$ cat src/rtl/morse_sequencer.sv
// Morse code character sequencer: turns one ASCII character into
// timed LED marks and gaps (dot = 1 unit, dash = 3, char gap = 3, word gap = 7).
module morse_sequencer #(
  parameter int unsigned UNIT_CYCLES = 4800000
) (
  input  logic       i_clk,
  input  logic       i_rst,
  input  logic       i_valid,
  input  logic [7:0] i_char,
  output logic       o_ready,
  output logic       o_led_n,
  output logic       o_busy
);

  localparam int unsigned CW = $clog2(7 * UNIT_CYCLES + 1);
  localparam logic [CW-1:0] T1 = CW'(UNIT_CYCLES - 1);
  localparam logic [CW-1:0] T3 = CW'(3 * UNIT_CYCLES - 1);
  localparam logic [CW-1:0] T7 = CW'(7 * UNIT_CYCLES - 1);

  typedef enum logic [2:0] {
    IDLE, LOAD, MARK, GAP, CGAP, WGAP
  } state_t;

  state_t      state, state_n;
  logic [7:0]  char_q;
  logic [4:0]  pat;
  logic [2:0]  len;
  logic [2:0]  idx;
  logic [CW-1:0] cnt, cnt_n;

  logic [7:0]  up;
  logic        ok;
  logic        is_sp;
  logic [2:0]  d_len;
  logic [4:0]  d_raw;
  logic [4:0]  d_pat;
  logic [4:0]  pat_sh;
  logic        nxt_bit;
  logic        cnt_zero;

  // Table holds {length, symbols right-aligned}; d_pat left-aligns them
  always_comb begin
    up = char_q;
    if (char_q >= "a" && char_q <= "z")
      up = char_q - 8'd32;
    ok = 1'b1;
    {d_len, d_raw} = 8'd0;
    case (up)
      "A": {d_len, d_raw} = {3'd2, 5'b00001};
      "B": {d_len, d_raw} = {3'd4, 5'b01000};
      "C": {d_len, d_raw} = {3'd4, 5'b01010};
      "D": {d_len, d_raw} = {3'd3, 5'b00100};
      "E": {d_len, d_raw} = {3'd1, 5'b00000};
      "F": {d_len, d_raw} = {3'd4, 5'b00010};
      "G": {d_len, d_raw} = {3'd3, 5'b00110};
      "H": {d_len, d_raw} = {3'd4, 5'b00000};
      "I": {d_len, d_raw} = {3'd2, 5'b00000};
      "J": {d_len, d_raw} = {3'd4, 5'b00111};
      "K": {d_len, d_raw} = {3'd3, 5'b00101};
      "L": {d_len, d_raw} = {3'd4, 5'b00100};
      "M": {d_len, d_raw} = {3'd2, 5'b00011};
      "N": {d_len, d_raw} = {3'd2, 5'b00010};
      "O": {d_len, d_raw} = {3'd3, 5'b00111};
      "P": {d_len, d_raw} = {3'd4, 5'b00110};
      "Q": {d_len, d_raw} = {3'd4, 5'b01101};
      "R": {d_len, d_raw} = {3'd3, 5'b00010};
      "S": {d_len, d_raw} = {3'd3, 5'b00000};
      "T": {d_len, d_raw} = {3'd1, 5'b00001};
      "U": {d_len, d_raw} = {3'd3, 5'b00001};
      "V": {d_len, d_raw} = {3'd4, 5'b00001};
      "W": {d_len, d_raw} = {3'd3, 5'b00011};
      "X": {d_len, d_raw} = {3'd4, 5'b01001};
      "Y": {d_len, d_raw} = {3'd4, 5'b01011};
      "Z": {d_len, d_raw} = {3'd4, 5'b01100};
      "0": {d_len, d_raw} = {3'd5, 5'b11111};
      "1": {d_len, d_raw} = {3'd5, 5'b01111};
      "2": {d_len, d_raw} = {3'd5, 5'b00111};
      "3": {d_len, d_raw} = {3'd5, 5'b00011};
      "4": {d_len, d_raw} = {3'd5, 5'b00001};
      "5": {d_len, d_raw} = {3'd5, 5'b00000};
      "6": {d_len, d_raw} = {3'd5, 5'b10000};
      "7": {d_len, d_raw} = {3'd5, 5'b11000};
      "8": {d_len, d_raw} = {3'd5, 5'b11100};
      "9": {d_len, d_raw} = {3'd5, 5'b11110};
      default: ok = 1'b0;
    endcase
    d_pat = d_raw << (3'd5 - d_len);
    is_sp = (char_q == 8'h20);
  end

  assign cnt_zero = (cnt == '0);
  assign pat_sh   = pat << (idx + 3'd1);
  assign nxt_bit  = (state == LOAD) ? d_pat[4] : pat_sh[4];

  always_comb begin
    state_n = state;
    unique case (state)
      IDLE: if (i_valid) state_n = LOAD;
      LOAD: begin
        if (ok)         state_n = MARK;
        else if (is_sp) state_n = WGAP;
        else            state_n = IDLE;
      end
      MARK: if (cnt_zero)
        state_n = (3'(idx + 3'd1) < len) ? GAP : CGAP;
      GAP:  if (cnt_zero) state_n = MARK;
      CGAP: if (cnt_zero) state_n = IDLE;
      WGAP: if (cnt_zero) state_n = IDLE;
      default: state_n = IDLE;
    endcase
  end

  // Reload on every state entry so the counter never wraps
  always_comb begin
    cnt_n = cnt_zero ? '0 : cnt - 1'b1;
    if (state_n != state) begin
      unique case (state_n)
        MARK:    cnt_n = nxt_bit ? T3 : T1;
        GAP:     cnt_n = T1;
        CGAP:    cnt_n = T3;
        WGAP:    cnt_n = T7;
        default: cnt_n = '0;
      endcase
    end
  end

  always_ff @(posedge i_clk) begin
    if (i_rst) begin
      state   <= IDLE;
      cnt     <= '0;
      pat     <= '0;
      len     <= '0;
      idx     <= '0;
      char_q  <= '0;
      o_led_n <= 1'b1;
      o_ready <= 1'b1;
      o_busy  <= 1'b0;
    end else begin
      state   <= state_n;
      cnt     <= cnt_n;
      o_led_n <= (state_n != MARK);
      o_ready <= (state_n == IDLE);
      o_busy  <= (state_n != IDLE);
      if (o_ready && i_valid)
        char_q <= i_char;
      if (state == LOAD) begin
        pat <= d_pat;
        len <= d_len;
        idx <= '0;
      end else if (state == GAP && cnt_zero) begin
        idx <= idx + 3'd1;
      end
    end
  end

endmodule

$ cat config.mk
export PLATFORM = sky130hd
export DESIGN_NAME = morse_sequencer
export DESIGN_NICKNAME = d
export VERILOG_FILES = /design/src/rtl/morse_sequencer.sv
export SDC_FILE = /design/constraint.sdc
export NUM_CORES = 1
export LEC_CHECK = 0
export ABC_AREA = 1
export CAP_MARGIN = 20
export CORE_UTILIZATION = 40
export CTS_CLUSTER_SIZE = 20
export DETAILED_ROUTE_END_ITERATION = 6
export PLACE_DENSITY_LB_ADDON = 0.08
export SLEW_MARGIN = 20
export SYNTH_ARGS = -nofsm -noshare
export SYNTH_HDL_FRONTEND = slang
export SYNTH_SLANG_ARGS = --single-unit
$ cat constraint.sdc
create_clock -name i_clk -period 4.2 [get_ports i_clk]
set_clock_uncertainty 0.2 [all_clocks]
set_input_delay 0.84 -clock i_clk [delete_from_list [all_inputs] [get_ports i_clk]]
set_output_delay 0.84 -clock i_clk [all_outputs]
set_load 0.02 [all_outputs]
==> flow_metrics.tcl, run 1 <==
set metrics [dict create \
    max-vdd-ir-drop_uv 324 \
    clkSlewWorstSetupHoldPaths_ns 0.09 \
    power-per-cell-area_nw_per_um2 554 \
    timing.final.crit_period_ns 3.73 \
    max_freq_mhz 268 \
    grtUsageTotal 0.199 \
    top_level_ports 14 \
    core_area_um2 8340 \
    cts-root-to-sink-buffers 2 \
    filler_cell_count 904 \
    critical_path.max_fanout 12 \
    layout_setup_ws_ns 0.475 \
    finalSetupTns_ns 0 \
    cp.arrival_ns 3.78 \
    layout_commonest_cell "sky130_fd_sc_hd__nand2_1" \
    finish.net_count 567 \
    timing.critical_path.required_ns 4.25 \
    synth_enable_flop_cells 0 \
    final_antenna_net_count 0 \
    yosys.area.top_type "sky130_fd_sc_hd__dfxtp_1" \
    antenna_cells_inserted 0 \
    grt_pass1_vias 3156 \
    synth.area.top_cells "sky130_fd_sc_hd__dfxtp_1, sky130_fd_sc_hd__nand2_1, sky130_fd_sc_hd__nand3_1" \
    number_of_instances_in_the_placed_design 646 \
    avgViaCountPerCell 5.16 \
    hp-class "reg -> reg" \
    setup.worst_path.start_class "register" \
    numClockSinks 51 \
    synth_warnings 0 \
    route.detailed.wl_per_inst_um 12.7 \
    cts-buffers-inserted 5 \
    cts.htree.levels 2 \
    cts_root_buffer "sky130_fd_sc_hd__clkbuf_8" \
    run_status "complete, no violations" \
    timing.setup.critical_path_class "reg -> reg" \
    hold_violations 0 \
    worst_slew_pin_slew_ns 0.509 \
    final_period_utilization 0.887 \
    floorplan.rows 33 \
    finalMaxSlewViolations 0 \
    setup-violations-final 0 \
    layout.cells.most_common_list "sky130_fd_sc_hd__nand2_1, sky130_fd_sc_hd__nor2_1, sky130_fd_sc_hd__nand3_1, sky130_fd_sc_hd__dfxtp_1, sky130_fd_sc_hd__inv_1" \
    holdBufCountCts 0 \
    flow.area_growth_from_synthesis_pct 8.12 \
    end_kind "register" \
    area.sequential_um2 1020 \
    synth-seq-area-share 0.291 \
    synth_ff_type "sky130_fd_sc_hd__dfxtp_1" \
    synth_top_area_frac 0.291 \
    synth.avg_cell_area_um2 6.54 \
    route.vias.total 3372 \
    dp_worst_setup_slack_ns 0.531 \
    cts_resized 0 \
    synth-seq-cells 51 \
    timing.max_slew.rel_slack 0.659 \
    remaining_drc_errors 0 \
    die-width_um 95.7 \
    maxCapViolCount 0 \
    grt_overflow_total 0 \
    first_pass_iters 5 \
    worst_skew_pair.late_latency_ns 0.30 \
    syn-num-nets 556 \
    synth.distinct_cells 38 \
    dieHeight_um 95.7 \
    synth-async-reset-ratio 0 \
    ratio_of_cells_with_drive_above_1_in_the_final_layout 0.0984 \
    core_util_final 0.455 \
    netlist_instances 537 \
    global_route_wire_length_before_repair_mm 14.4 \
    initial_core_util 0.421 \
    syn_area_um2 3510 \
    post_cts_buffers 0 \
    multiInputGateArea_um2 2180 \
    cts_tree "done" \
    totalWireLength_mm 8.30 \
    portBuffers 13 \
    cellLeakagePower_nw 1.89 \
    design.die.area_um2 9160 \
    detailedRoute.firstIterationViolations 174 \
    grt_setup_unrepaired "false" \
    grt_max_degree 38 \
    dp_hpwl_mm 6.44 \
    grt_antenna_before_repair 0 \
    layout.cells.non_filler 654 \
    gp_congestion 0.897 \
    total_power_mw 2.10 \
]
final timing paths:
path,start,endpoint,slack [ns],cells after the start
setup / recovery,char_q[0],cnt[22],0.47,18
hold / removal,idx[1],idx[1],0.27,2
setup reg to reg,char_q[0],cnt[22],0.47,18
hold reg to reg,idx[1],idx[1],0.27,2
logic make-up (layout without fill, tap and decap cells):
kind of cell | count (synthesis) | in the layout | synth area share
AO/OA/AOI/OAI | 59 | 59 | 0.101
XOR/XNOR | 24 | 24 | 0.0598
adder cells (fa/ha/maj) | 8 | 8 | 0.0285
buffers and inverters | 71 | 83 | 0.0880
flip-flops | 51 | 51 | 0.291
AND/OR/NAND/NOR | 324 | 324 | 0.432
report_power, final:
part	total (mW)	internal (mW)	leakage, nW	switching [mW]
registers	0.680	0.588	0.417	0.0919
clock network	0.280	0.117	0.0412	0.163
logic	1.14	0.445	1.44	0.700
state kept, by name, summed over array words and instances (netlist names):
register / cells
state: 3
char_q: 8
cnt: 26
pat: 5
o_ready: 1
len: 3
idx: 3
o_busy: 1
o_led_n: 1
per-stage QoR:
| stage | hold slack [ns] | cell area, um2 |
|---|---|---|
| after floorplan | 0.238 | 3510 |
| after global placement | 0.251 | 3710 |
| after detailed placement | 0.255 | 3710 |
| after CTS | 0.270 | 3800 |
| after global routing | 0.289 | 3800 |
| final | 0.266 | 3800 |
Yosys cell counts (3+ instances only):
cell type	instances
sky130_fd_sc_hd__nand2_1	111
sky130_fd_sc_hd__nor2_1	80
sky130_fd_sc_hd__nand3_1	71
sky130_fd_sc_hd__dfxtp_1	51
sky130_fd_sc_hd__inv_1	49
sky130_fd_sc_hd__o21ai_0	22
sky130_fd_sc_hd__a21oi_1	14
sky130_fd_sc_hd__nor3_1	13
sky130_fd_sc_hd__xor2_1	13
sky130_fd_sc_hd__xnor2_1	11
sky130_fd_sc_hd__nand2_2	9
sky130_fd_sc_hd__ha_1	8
sky130_fd_sc_hd__inv_2	8
sky130_fd_sc_hd__nand4_1	8
sky130_fd_sc_hd__nor2_2	7
sky130_fd_sc_hd__o211ai_1	7
sky130_fd_sc_hd__nand3b_1	6
sky130_fd_sc_hd__nor2_4	6
sky130_fd_sc_hd__a31oi_1	4
sky130_fd_sc_hd__buf_2	4
sky130_fd_sc_hd__buf_6	4
sky130_fd_sc_hd__nand3_2	4
sky130_fd_sc_hd__clkbuf_1	3
sky130_fd_sc_hd__o22ai_1	3
layer usage:
layer / wire length (um) / up-vias / GRT usage
met3: 460 / 8 / 0.0371
met2: 3590 / 98 / 0.310
met1: 4170 / 1487 / 0.281
met5: 0 / - / 0
li1: - / 1779 / -
met4: 68 / 0 / 0.0510
worst max-delay path, cell delays in order (launching register included):
cell,delay (ns)
sky130_fd_sc_hd__dfxtp_1,0.39
sky130_fd_sc_hd__nor2_2,0.22
sky130_fd_sc_hd__nand3_2,0.17
sky130_fd_sc_hd__nand2_2,0.12
sky130_fd_sc_hd__nor2_2,0.05
sky130_fd_sc_hd__nor2_2,0.37
sky130_fd_sc_hd__nand2_2,0.11
sky130_fd_sc_hd__nor2_2,0.37
sky130_fd_sc_hd__nand2_1,0.18
sky130_fd_sc_hd__nand3_1,0.11
sky130_fd_sc_hd__nor2_1,0.07
sky130_fd_sc_hd__nand3_2,0.08
sky130_fd_sc_hd__a21boi_2,0.08
sky130_fd_sc_hd__ha_1,0.31
sky130_fd_sc_hd__nor2_1,0.14
sky130_fd_sc_hd__nand2_1,0.27
sky130_fd_sc_hd__inv_1,0.21
sky130_fd_sc_hd__nand2_1,0.12
sky130_fd_sc_hd__nand2_1,0.09
layout make-up:
class / count / share of cell area
inverters: 58 / 0.0573
multi-input cells: 415 / 0.575
well taps: 105 / 0.0346
clock buffers: 6 / 0.0191
flip-flops and latches: 51 / 0.269
repair buffers: 17 / 0.0422
clock inverters: 2 / 0.00329
No activity file was read; power rests on OpenSTA's default activity.
==> inputs of run 2 (changes only) <==
--- a/config.mk
+++ b/config.mk
@@ -7,6 +7,7 @@
 export LEC_CHECK = 0
 export ABC_AREA = 1
 export CAP_MARGIN = 20
+export CORE_MARGIN = 8
 export CORE_UTILIZATION = 40
 export CTS_CLUSTER_SIZE = 20
 export DETAILED_ROUTE_END_ITERATION = 6
==> run 2 against run 1 <==
Against the previous run: final area grew 0.66%; worst setup slack worse by 0.0044 ns; clock-buffer cell count down 1; global-route usage shrank 4.7 points; fmax decreased by 0.12%; clock power increased by 21%; critical endpoint is now cnt[19]; highest routed layer unchanged.
==> flow_metrics.tcl, run 2 (same netlist as run 1, synthesis figures left out) <==
set metrics [dict create \
    cts.htree.levels 2 \
    min_from "idx[1]" \
    cts-root-to-sink-buffers 2 \
    critical-path-top-delay-family "simple AND/OR/NAND/NOR gates" \
    grt_setup_unrepaired "false" \
    antenna_cells_inserted 0 \
    die-width_um 110 \
    cpMaxStageDelayCell "sky130_fd_sc_hd__dfxtp_1" \
    grt_max_degree 33 \
    end_kind "register" \
    portBuffers 13 \
    finalSetupTns_ns 0 \
    worst_slew_pin_slew_ns 0.522 \
    finish.net_count 567 \
    power-per-cell-area_nw_per_um2 570 \
    grt_overflow_total 0 \
    top_layer_used "met4" \
    flow.area_growth_from_synthesis_pct 8.84 \
    numClockSinks 51 \
    timing.critical_path.required_ns 4.25 \
    global_route_wire_length_before_repair_mm 14.8 \
    route.detailed.wl_per_inst_um 13.3 \
    worstReg2RegEnd "cnt[19]" \
    critical_path.max_fanout 12 \
    post_cts_buffers 0 \
    top_registers "cnt (26), char_q (8), pat (5)" \
    cts_root_buffer "sky130_fd_sc_hd__clkbuf_8" \
    routed-wl-met3_um 398 \
    cp.arrival_ns 3.78 \
    timing.setup.critical_path_class "reg -> reg" \
    top_level_ports 14 \
    core_area_um2 8640 \
    cts_tree "done" \
    cellLeakagePower_nw 1.90 \
    reg2reg_depth 18 \
    gp_congestion 0.901 \
    initial_core_util 0.407 \
    timing.final.crit_period_ns 3.73 \
    maxCapViolCount 0 \
    holdPathStages 2 \
    detailedRoute.firstIterationViolations 149 \
    worst-r2r-setup-slack_ns 0.47 \
    dp_hpwl_mm 6.85 \
    max_freq_mhz 268 \
    dieHeight_um 110 \
    largest_register_ffs 26 \
    clkSlewWorstSetupHoldPaths_ns 0.09 \
    critical_path_buf_inv_count 1 \
    setup-violations-final 0 \
    cts-buffers-inserted 5 \
    holdBufCountCts 0 \
    layout_setup_ws_ns 0.470 \
    remaining_drc_errors 0 \
    cts_resized 0 \
    finalMaxSlewViolations 0 \
    cpPeakStageDelay_ns 0.38 \
    number_of_instances_in_the_placed_design 649 \
    placement.cell_area_um2 3720 \
    r2r-start "char_q[0]" \
    ratio_of_cells_with_drive_above_1_in_the_final_layout 0.0985 \
    layout_commonest_cell "sky130_fd_sc_hd__nand2_1" \
    min_delay_worst_endpoint "idx[1]" \
    timing.max_slew.rel_slack 0.650 \
    filler_cell_count 938 \
    totalWireLength_mm 8.73 \
    grtUsageTotal 0.152 \
    hp-class "reg -> reg" \
    run_status "complete, no violations" \
    grt_pass1_vias 3181 \
    worst_skew_pair.late_latency_ns 0.30 \
    m1WireLength_mm 4.42 \
    setup.worst_path.start_class "register" \
    avgViaCountPerCell 5.20 \
    met2WireLength_mm 3.87 \
    grt_antenna_before_repair 0 \
    timing.hold.ws_ns 0.275 \
    route.vias.total 3409 \
    layout.cells.non_filler 656 \
    first_pass_iters 4 \
    max-vdd-ir-drop_uv 336 \
    design.die.area_um2 12000 \
    final_area_um2 3820 \
    layout.cells.most_common_list "sky130_fd_sc_hd__nand2_1, sky130_fd_sc_hd__nor2_1, sky130_fd_sc_hd__nand3_1, sky130_fd_sc_hd__dfxtp_1, sky130_fd_sc_hd__inv_1" \
    final_antenna_net_count 0 \
    hold_violations 0 \
    floorplan.rows 34 \
    final_period_utilization 0.888 \
    registers.top_by_ff_count "cnt" \
    crit_chain "nor2_2, nand3_2, nand2_2, nor2_2, nor2_2, nand2_2, nor2_2, nand2_1, nand3_1, nor2_1, nand3_2, a21boi_2, ha_1, nor2_1, nand2_1, inv_1, nand2_1, nand2_1" \
    dp_worst_setup_slack_ns 0.459 \
]
==> run 2: worst max-delay path by stage <==
stage / start / to / depth (start not counted)
2_1_floorplan: idx[0] / cnt[11] / 17
3_3_place_gp: char_q[0] / cnt[22] / 18
3_5_place_dp: char_q[0] / cnt[19] / 18
4_1_cts: char_q[0] / cnt[19] / 18
5_1_grt: char_q[3] / cnt[11] / 19
6_report: char_q[0] / cnt[19] / 18
==> run 2: per-stage QoR <==
stage	utilization	power (mW)
final	0.443	2.18
after global routing	0.443	2.38
after CTS	0.443	2.19
after detailed placement	0.430	1.84
after global placement	0.430	1.83
after floorplan	-	1.64
==> run 2: cell type report <==
class	count	area (um2)	area share
Sequential cell	51	1020	0.267
Tap cell	108	135	0.0354
Multi-Input combinational cell	415	2180	0.571
Inverter	58	218	0.0570
Clock buffer	5	68.8	0.0180
Clock inverter	2	37.5	0.00982
Timing Repair Buffer	17	160	0.0419
==> run 2: power breakdown <==
part | leakage [nW] | switching, mW | total, mW | internal, mW
Combinational | 1.44 | 0.714 | 1.16 | 0.445
Sequential | 0.417 | 0.0920 | 0.680 | 0.588
Clock | 0.0502 | 0.166 | 0.340 | 0.174
Total | 1.90 | 0.971 | 2.18 | 1.21
==> run 2: tightest hold or removal path: cells and delay by family (launching register included) <==
kind	cells	cell delay [ns]
flops	1	0.33
compound gates	1	0.06
buf+inv	1	0.05
==> run 2: per-layer routing <==
layer / global-route usage / up-vias
li1: - / 1775
met1: 0.215 / 1559
met2: 0.237 / 71
met3: 0.0281 / 4
met4: 0.0260 / 0
met5: 0 / -
==> inputs of run 3 (changes only) <==
--- a/config.mk
+++ b/config.mk
@@ -12,6 +12,7 @@
 export CTS_CLUSTER_SIZE = 20
 export DETAILED_ROUTE_END_ITERATION = 6
 export PLACE_DENSITY_LB_ADDON = 0.08
+export SKIP_CTS_REPAIR_TIMING = 1
 export SLEW_MARGIN = 20
 export SYNTH_ARGS = -nofsm -noshare
 export SYNTH_HDL_FRONTEND = slang
==> results of run 3 <==
The final DEF is identical to that of run 2; final timing and power are the same.
